--- src/rtl/pwm_pkg.sv ---
// Shared types and helpers for the multichannel PWM generator.
package pwm_pkg;

    typedef enum logic {
        PWM_EDGE   = 1'b0,
        PWM_CENTER = 1'b1
    } pwm_mode_e;

    typedef enum logic {
        DIR_UP   = 1'b0,
        DIR_DOWN = 1'b1
    } pwm_dir_e;

    // Channel-select width; never narrower than one bit.
    function automatic int unsigned ch_sel_width(input int unsigned n_ch);
        return (n_ch <= 1) ? 1 : $clog2(n_ch);
    endfunction

endpackage

--- src/rtl/pwm_counter.sv ---
// Shared period counter: holds cnt/dir plus active top/mode and flags the boundary cycle.
module pwm_counter
    import pwm_pkg::*;
#(
    parameter int unsigned      WIDTH   = 8,
    parameter logic [WIDTH-1:0] TOP_RST = '1
) (
    input  logic             clk,
    input  logic             rst,
    input  logic             en,
    input  logic [WIDTH-1:0] next_top,
    input  pwm_mode_e        next_mode,
    output logic [WIDTH-1:0] cnt,
    output logic             boundary
);

    logic [WIDTH-1:0] top_q;
    pwm_mode_e        mode_q;
    pwm_dir_e         dir_q;

    always_comb begin
        boundary = 1'b0;
        if (en) begin
            if (top_q == '0)
                boundary = 1'b1;
            else if (mode_q == PWM_EDGE)
                boundary = (cnt == top_q);
            else
                boundary = (cnt == '0) && (dir_q == DIR_DOWN);
        end
    end

    // Every boundary restarts at cnt=0/up: this covers the edge wrap, the
    // centre-mode dwell at zero and the restart required on a mode change.
    always_ff @(posedge clk) begin
        if (rst) begin
            cnt    <= '0;
            dir_q  <= DIR_UP;
            top_q  <= TOP_RST;
            mode_q <= PWM_EDGE;
        end else if (boundary) begin
            cnt    <= '0;
            dir_q  <= DIR_UP;
            top_q  <= next_top;
            mode_q <= next_mode;
        end else if (en) begin
            if (mode_q == PWM_EDGE) begin
                cnt <= cnt + WIDTH'(1);
            end else if (dir_q == DIR_UP) begin
                if (cnt == top_q - WIDTH'(1))
                    dir_q <= DIR_DOWN;
                else
                    cnt <= cnt + WIDTH'(1);
            end else begin
                cnt <= cnt - WIDTH'(1);
            end
        end
    end

endmodule

--- src/rtl/pwm_multichannel.sv ---
// N-channel PWM with a shared counter and double-buffered duty/top/mode registers.
module pwm_multichannel
    import pwm_pkg::*;
#(
    parameter int unsigned      N_CH    = 4,
    parameter int unsigned      WIDTH   = 8,
    parameter logic [WIDTH-1:0] TOP_RST = '1
) (
    input  logic                              clk,
    input  logic                              rst,
    input  logic                              en,
    input  logic                              duty_wr,
    input  logic [ch_sel_width(N_CH)-1:0]     duty_ch,
    input  logic [WIDTH-1:0]                  duty_in,
    input  logic                              cfg_wr,
    input  logic [WIDTH-1:0]                  top_in,
    input  logic                              mode_in,
    output logic [N_CH-1:0]                   pwm,
    output logic                              period_end
);

    localparam int unsigned CH_W = ch_sel_width(N_CH);

    logic [WIDTH-1:0] pend_top;
    logic [WIDTH-1:0] top_nxt;
    pwm_mode_e        pend_mode;
    pwm_mode_e        mode_nxt;
    logic [WIDTH-1:0] cnt;
    logic             boundary;

    // Pending values including this cycle's write, so a write in the boundary cycle lands in that load.
    always_comb begin
        top_nxt  = cfg_wr ? top_in : pend_top;
        mode_nxt = cfg_wr ? pwm_mode_e'(mode_in) : pend_mode;
    end

    always_ff @(posedge clk) begin
        if (rst) begin
            pend_top   <= TOP_RST;
            pend_mode  <= PWM_EDGE;
            period_end <= 1'b0;
        end else begin
            pend_top   <= top_nxt;
            pend_mode  <= mode_nxt;
            period_end <= boundary;
        end
    end

    pwm_counter #(
        .WIDTH   (WIDTH),
        .TOP_RST (TOP_RST)
    ) u_counter (
        .clk       (clk),
        .rst       (rst),
        .en        (en),
        .next_top  (top_nxt),
        .next_mode (mode_nxt),
        .cnt       (cnt),
        .boundary  (boundary)
    );

    for (genvar i = 0; i < N_CH; i++) begin : g_ch
        logic [WIDTH-1:0] pend_q;
        logic [WIDTH-1:0] act_q;
        logic [WIDTH-1:0] duty_nxt;
        logic             out_q;

        always_comb begin
            duty_nxt = (duty_wr && (duty_ch == CH_W'(i))) ? duty_in : pend_q;
        end

        always_ff @(posedge clk) begin
            if (rst) begin
                pend_q <= '0;
                act_q  <= '0;
                out_q  <= 1'b0;
            end else begin
                pend_q <= duty_nxt;
                if (boundary)
                    act_q <= duty_nxt;
                out_q <= en && (cnt < act_q);
            end
        end

        assign pwm[i] = out_q;
    end

endmodule
--- config.mk ---
export PLATFORM = sky130hd
export DESIGN_NAME = pwm_multichannel
export DESIGN_NICKNAME = d
export VERILOG_FILES = /design/src/rtl/pwm_pkg.sv /design/src/rtl/pwm_counter.sv /design/src/rtl/pwm_multichannel.sv
export SDC_FILE = /design/constraint.sdc
export NUM_CORES = 1
export LEC_CHECK = 0
export ABC_AREA = 1
export CAP_MARGIN = 25
export CORE_ASPECT_RATIO = 1.25
export CORE_UTILIZATION = 47
export CTS_BUF_LIST = sky130_fd_sc_hd__clkbuf_16
export DETAILED_ROUTE_END_ITERATION = 8
export DONT_BUFFER_PORTS = 1
export GPL_TIMING_DRIVEN = 0
export SLEW_MARGIN = 5
export SYNTH_ARGS = -nofsm -noshare
export SYNTH_HDL_FRONTEND = slang
export SYNTH_SLANG_ARGS = --single-unit
--- constraint.sdc ---
create_clock -name clk -period 1.94 [get_ports clk]
set_input_delay 0.388 -clock clk [delete_from_list [all_inputs] [get_ports clk]]
set_output_delay 0.388 -clock clk [all_outputs]
set_load 0.02 [all_outputs]
==> flow_metrics.env, run 1 <==
export IMPL_numCtsBuffers=9
export IMPL_vias=3980
export IMPL_viasPerCell=5.08
export IMPL_min_from="top_in[6]"
export IMPL_io_pins=29
export IMPL_clkLatencyLatePin_ns=0.34
export IMPL_netlist_area_um2=4940
export IMPL_die_w_um=93.7
export IMPL_synth_seq_cells=96
export IMPL_cp_max_fo=10
export IMPL_setup_violations=0
export IMPL_r2r_start="u_counter.cnt[2]"
export IMPL_p_per_area_nw_per_um2=726
export IMPL_cts_buffer_depth=2
export IMPL_drt_wl_total_um=11600
export IMPL_synth_seq_area_share_pct=38.9
export IMPL_fin_cells=783
export IMPL_period_share_pct=96.0
export IMPL_hold_violations=0
export IMPL_synth_nets=691
export IMPL_dieArea_um2=10900
export IMPL_place_inst=763
export IMPL_grt_start_max_net_pins=16
export IMPL_reg2reg_depth=11
export IMPL_ys_warnings_count=0
export IMPL_routedWlPerCell_um=14.8
export IMPL_min_path_cells=2
export IMPL_drt_iter0_drc=111
export IMPL_clk_pin_slew_ns=0.06
export IMPL_status="completed"
export IMPL_yosysUniqueCellTypes=32
export IMPL_drc=0
export IMPL_syn_avg_cell_area_um2=7.79
export IMPL_portBuffers=0
export IMPL_grt_total_usage_pct=23.0
export IMPL_finalSetupTns_ns=0
export IMPL_grt_ovfl_total=0
export IMPL_dieHeight_um=117
export IMPL_fin_nets=706
export IMPL_finalMaxSlewViolations=0
export IMPL_grt_first_pass_wirelength_um=19100
export IMPL_max_vdd_ir_drop_v=0.000501
export IMPL_root_buffer="clkbuf_16"
export IMPL_tightestPinTransition_ns=0.590
export IMPL_fin_skew_ns=0.0103
export IMPL_p_leak_nw=2.38
export IMPL_cts_tree="yes"
export IMPL_dp_hpwl_um=8820
export IMPL_holdPathEnd="pend_top[6]"
export IMPL_cap_violations=0
export IMPL_crit_chain="buf_4, inv_2, nand2_1, nand2_1, nor3_2, nand3_1, nand2_1, nand2_4, nand2_8, buf_6, o21ai_2"
export IMPL_core_area_um2=10200
export IMPL_crit_buf_inv=3
export IMPL_synthToLayoutAreaGrowth_pct=10.6
export IMPL_h_tree_depth=3
export IMPL_grt_antenna_before_repair=0
export IMPL_cp_slowest_stage_delay_ns=0.40
export IMPL_place_ws_ns=-0.160
export IMPL_start_util_pct=48.6
export IMPL_timing_hold_ws_ns=0.200
export IMPL_max_freq_mhz=537
export IMPL_grt_pass1_vias=3890
export IMPL_drtAntennaViolNets=0
export IMPL_rsz0062_at_grt="no"
export IMPL_rows=41
export IMPL_drive_above_1_share_pct=16.2
export IMPL_r2r_end="g_ch[2].act_q[5]"
export IMPL_globalplace_congestion=0.881
export IMPL_endpoint_kind="flip-flop"
export IMPL_hold_path_class="input pin to flip-flop"
export IMPL_syn_inst=634
export IMPL_setup_ws_ns=0.0775
export IMPL_path_class="flip-flop to flip-flop"
export IMPL_synth_area_top_cells="dfxtp_1 (39%), nand2_1 (11%), ha_1 (8.4%)"
export IMPL_crit_required_ns=2.17
export IMPL_yosysTopAreaCell="dfxtp_1"
export IMPL_relSlewSlack_pct=60.7
export IMPL_antenna_cells=0
export IMPL_cts_sinks=96
export IMPL_crit_top_cell="nand2_1"
export IMPL_yosysTopAreaCellShare_pct=38.9
export IMPL_cp_arrival_ns=2.10
export IMPL_path_delay_family="simple AND/OR/NAND/NOR gates"
export IMPL_r2r_slack_ns=0.08
export IMPL_slowest_stage="dfxtp_4"
export IMPL_drt_pass1_iterations=5
export IMPL_fin_crit_ns=1.86
export IMPL_startpoint_type="flip-flop"
==> worst reg2reg max path: stages (launching register included) <==
cell and delay, ns:
dfxtp_4 0.40, buf_4 0.19, inv_2 0.06, nand2_1 0.07, nand2_1 0.08, nor3_2 0.22
nand3_1 0.12, nand2_1 0.13, nand2_4 0.11, nand2_8 0.12, buf_6 0.18, o21ai_2 0.07
==> cell usage after synthesis, drive strengths merged <==
| library cell | n |
|---|---|
| o2111ai | 3 |
| nor4 | 1 |
| clkbuf | 7 |
| mux2i | 18 |
| xor2 | 9 |
| a21oi | 52 |
| dfxtp | 96 |
| clkinv | 3 |
| o21ai | 55 |
| or2 | 1 |
| buf | 20 |
| nor2 | 53 |
| xnor2 | 2 |
| inv | 73 |
| a21o | 1 |
| nand4 | 6 |
| ha | 33 |
| nand2 | 154 |
| nand3 | 44 |
| nor3 | 3 |
==> flip-flops by register name, indices dropped and copies added, names as in the netlist <==
register	cells
g_ch.out_q	4
u_counter.top_q	8
pend_mode	1
u_counter.mode_q	1
period_end	1
g_ch.act_q	32
u_counter.dir_q	1
g_ch.pend_q	32
u_counter.cnt	8
pend_top	8
==> kinds of logic (layout without fill, tap and decap cells) <==
family / Yosys count / after routing / share of synthesized area, %
simple gates: 262 / 263 / 22.8
compound gates: 111 / 111 / 14.6
buf+inv: 103 / 122 / 9.73
flops: 96 / 96 / 38.9
fa+ha+maj: 33 / 33 / 8.37
mux: 18 / 18 / 3.65
xor+xnor: 11 / 11 / 1.95
==> final cells by class <==
type	instances	area (um^2)
Sequential cell	96	1940
Clock buffer	9	225
Inverter	76	290
Tap cell	129	161
Fill cell	977	4700
Multi-Input combinational cell	436	2580
Timing Repair Buffer	3	22.5
Buffer	27	199
Clock inverter	7	40.0
==> metrics by stage <==
stage / area (um^2) / power (W) / utilization, %
5_1_grt: 5460 / 0.00413 / 53.7
3_3_place_gp: 5100 / 0.00239 / 50.2
6_report: 5460 / 0.00396 / 53.7
4_1_cts: 5380 / 0.00400 / 52.9
2_1_floorplan: 4940 / 0.00232 / -
3_5_place_dp: 5100 / 0.00240 / 50.2
==> cell usage in the layout (no fill, tap or decap), types with 2 or more instances in the layout <==
cell | netlist | routed
nor3_2 | 0 | 2
nand3_2 | 2 | 3
o2111ai_1 | 3 | 3
ha_1 | 33 | 32
nor2_1 | 50 | 50
dfxtp_4 | 0 | 2
nand2_4 | 3 | 2
nand3_1 | 41 | 41
o21ai_2 | 32 | 32
dfxtp_2 | 0 | 7
dfxtp_1 | 96 | 87
clkinv_1 | 3 | 5
buf_4 | 9 | 11
a21oi_2 | 8 | 7
nand2_2 | 2 | 2
xnor2_1 | 2 | 2
nand2_1 | 149 | 149
buf_6 | 7 | 8
o21ai_0 | 23 | 23
xor2_1 | 9 | 9
nor2_2 | 2 | 2
inv_1 | 68 | 68
inv_2 | 4 | 5
mux2i_1 | 18 | 18
clkbuf_1 | 7 | 7
clkbuf_16 | 0 | 9
inv_4 | 1 | 2
a21oi_1 | 44 | 44
nand4_1 | 6 | 6
buf_2 | 4 | 3
==> per-layer routing <==
metal	GRT usage, %	vias to the layer above	wire, um
met1	26.2	1804	5030
met2	42.8	64	5920
met4	9.03	0	317
met5	0	-	0
li1	-	2092	-
met3	3.71	20	310
==> worst max path at each step <==
stage,from,endpoint,slack (ns),cells past startpoint
2_1_floorplan,u_counter.top_q[0],u_counter.cnt[4],0.29,12
3_3_place_gp,u_counter.cnt[2],g_ch[3].act_q[0],-0.15,11
3_5_place_dp,u_counter.cnt[1],u_counter.top_q[3],-0.16,10
4_1_cts,u_counter.cnt[5],g_ch[2].act_q[5],0.03,11
5_1_grt,u_counter.cnt[0],g_ch[1].act_q[6],0.001,12
6_report,u_counter.cnt[2],g_ch[2].act_q[5],0.08,11
==> where the power goes <==
part | switching [W] | leakage (nW) | internal [W] | total, W
logic | 0.000202 | 1.46 | 0.000113 | 0.000315
clock network | 0.000750 | 0.133 | 0.000858 | 0.00161
registers | 0.0000256 | 0.782 | 0.00201 | 0.00204
==> timing repair <==
action,CTS,global route
setup buffers,0,3
hold buffers,0,0
setup endpoints to repair,50,49
gates resized for setup,7,15
pin swaps,0,5
gates cloned,0,1
Note: power is estimated with default switching activity, not from simulation.
==> run 2: changes to the inputs <==
--- a/config.mk
+++ b/config.mk
@@ -13,6 +13,7 @@
 export DETAILED_ROUTE_END_ITERATION = 8
 export DONT_BUFFER_PORTS = 1
 export GPL_TIMING_DRIVEN = 0
+export PLACE_DENSITY = 0.69
 export SLEW_MARGIN = 5
 export SYNTH_ARGS = -nofsm -noshare
 export SYNTH_HDL_FRONTEND = slang
==> flow_metrics.env, run 2 (synthesis results as in run 1) <==
export IMPL_grt_start_max_net_pins=16
export IMPL_highest_layer="met4"
export IMPL_drive_above_1_share_pct=15.2
export IMPL_rows=41
export IMPL_drtAntennaViolNets=0
export IMPL_startpoint_type="flip-flop"
export IMPL_timing_hold_ws_ns=0.186
export IMPL_dieHeight_um=117
export IMPL_tightestPinTransition_ns=0.580
export IMPL_root_buffer="clkbuf_16"
export IMPL_place_ws_ns=-0.115
export IMPL_core_area_um2=10200
export IMPL_finalMaxSlewViolations=0
export IMPL_cts_sinks=96
export IMPL_grt_first_pass_wirelength_um=18800
export IMPL_ctsHoldBuffers=0
export IMPL_vias=4065
export IMPL_fin_skew_ns=0.00762
export IMPL_viasPerCell=5.22
export IMPL_portBuffers=0
export IMPL_drt_iter0_drc=122
export IMPL_routedWlPerCell_um=14.5
export IMPL_clkLatencyLatePin_ns=0.35
export IMPL_cts_buffer_depth=2
export IMPL_hold_path_class="input pin to flip-flop"
export IMPL_period_share_pct=94.4
export IMPL_cp_arrival_ns=2.07
export IMPL_grt_antenna_before_repair=0
export IMPL_grt_ovfl_total=0
export IMPL_endpoint_kind="flip-flop"
export IMPL_cap_violations=0
export IMPL_p_leak_nw=2.36
export IMPL_crit_top_cell="nand2_1"
export IMPL_drc=0
export IMPL_r2r_slack_ns=0.11
export IMPL_setup_ws_ns=0.110
export IMPL_crit_required_ns=2.18
export IMPL_wl_met2_um=5850
export IMPL_crit_chain="clkbuf_4, xor2_1, nor2_1, nand3_1, nand2_1, nand2_4, inv_4, buf_6, nand2_1, o21ai_2"
export IMPL_cp_depth=10
export IMPL_rsz0062_at_grt="no"
export IMPL_antenna_cells=0
export IMPL_dieArea_um2=10900
export IMPL_globalplace_congestion=0.889
export IMPL_path_delay_family="buffers and inverters"
export IMPL_crit_start="u_counter.cnt[6]"
export IMPL_top_regs="g_ch.act_q: 32 flops, g_ch.pend_q: 32 flops"
export IMPL_final_common_cell="nand2_1"
export IMPL_cp_slowest_stage_delay_ns=0.46
export IMPL_die_w_um=93.7
export IMPL_crit_buf_inv=3
export IMPL_cp_max_fo=10
export IMPL_h_tree_depth=3
export IMPL_r2r_start="u_counter.cnt[6]"
export IMPL_io_pins=29
export IMPL_clk_pin_slew_ns=0.07
export IMPL_hold_violations=0
export IMPL_grt_total_usage_pct=22.4
export IMPL_max_vdd_ir_drop_v=0.000393
export IMPL_critPathCapture="g_ch[2].act_q[3]"
export IMPL_drt_pass1_iterations=5
export IMPL_status="completed"
export IMPL_r2r_end="g_ch[2].act_q[3]"
export IMPL_fin_nets=702
export IMPL_cts_tree="yes"
export IMPL_min_from="top_in[6]"
export IMPL_synthToLayoutAreaGrowth_pct=9.51
export IMPL_max_freq_mhz=546
export IMPL_slowest_stage="dfxtp_1"
export IMPL_start_util_pct=48.6
export IMPL_fin_crit_ns=1.83
export IMPL_setup_violations=0
export IMPL_numCtsBuffers=9
export IMPL_relSlewSlack_pct=61.3
export IMPL_drt_wl_total_um=11300
export IMPL_drt_met1_wl_um=4800
export IMPL_final_cell_mix="nand2_1 (149), dfxtp_1 (90), inv_1 (67), nor2_1 (49), a21oi_1 (44)"
export IMPL_dp_hpwl_um=8510
export IMPL_dr_wl_met3_um=399
export IMPL_grt_pass1_vias=4089
export IMPL_p_per_area_nw_per_um2=732
export IMPL_reg2reg_depth=10
export IMPL_path_class="flip-flop to flip-flop"
==> run 2: changes by cell type in the layout (fill, tap and decap cells not counted), sizes merged <==
cell | previous run | this run
inv | 76 | 75
clkinv | 6 | 7
buf | 22 | 18
==> run 2: final cells by class <==
| class | count | area [um^2] |
|---|---|---|
| Buffer | 26 | 188 |
| Clock buffer | 9 | 225 |
| Clock inverter | 7 | 41.3 |
| Fill cell | 969 | 4750 |
| Inverter | 76 | 288 |
| Multi-Input combinational cell | 436 | 2560 |
| Sequential cell | 96 | 1940 |
| Tap cell | 129 | 161 |
==> run 2: how the worst min path moves through the flow <==
stage / to / slack [ns] / cells after the start
CTS: pend_top[6] / 0.18 / 2
floorplan: pend_top[6] / 0.43 / 2
finish: pend_top[6] / 0.19 / 2
detailed placement: pend_top[6] / 0.45 / 2
global placement: pend_top[6] / 0.45 / 2
global route: pend_top[6] / 0.20 / 2
==> run 2: layer usage <==
metal	track usage, %	up-vias
met2	43.2	76
met5	0	-
met3	4.62	25
met4	8.00	0
met1	24.0	1880
li1	-	2084
==> run 2: power breakdown <==
group	switching, W	internal (W)
combinational	0.000197	0.000112
clock	0.000752	0.000857
sequential	0.0000266	0.00201
==> run 2: through the flow <==
step                      cells  setup TNS, ns  power, W  cell area [um^2]  utilization [%]
final                       779              0   0.00396              5410             53.2
after global routing        779              0   0.00412              5410             53.2
after CTS                   779              0   0.00398              5370             52.9
after detailed placement    763          -4.51   0.00239              5100             50.2
after global placement      763          -4.75   0.00238              5100             50.2
after floorplan             634              0   0.00232              4940                -
==> run 2: timing repair <==
action,CTS,global route
buffers inserted,0,0
setup endpoints to repair,49,49
gates resized for setup,5,12
cloned,0,1
pin swaps,0,2
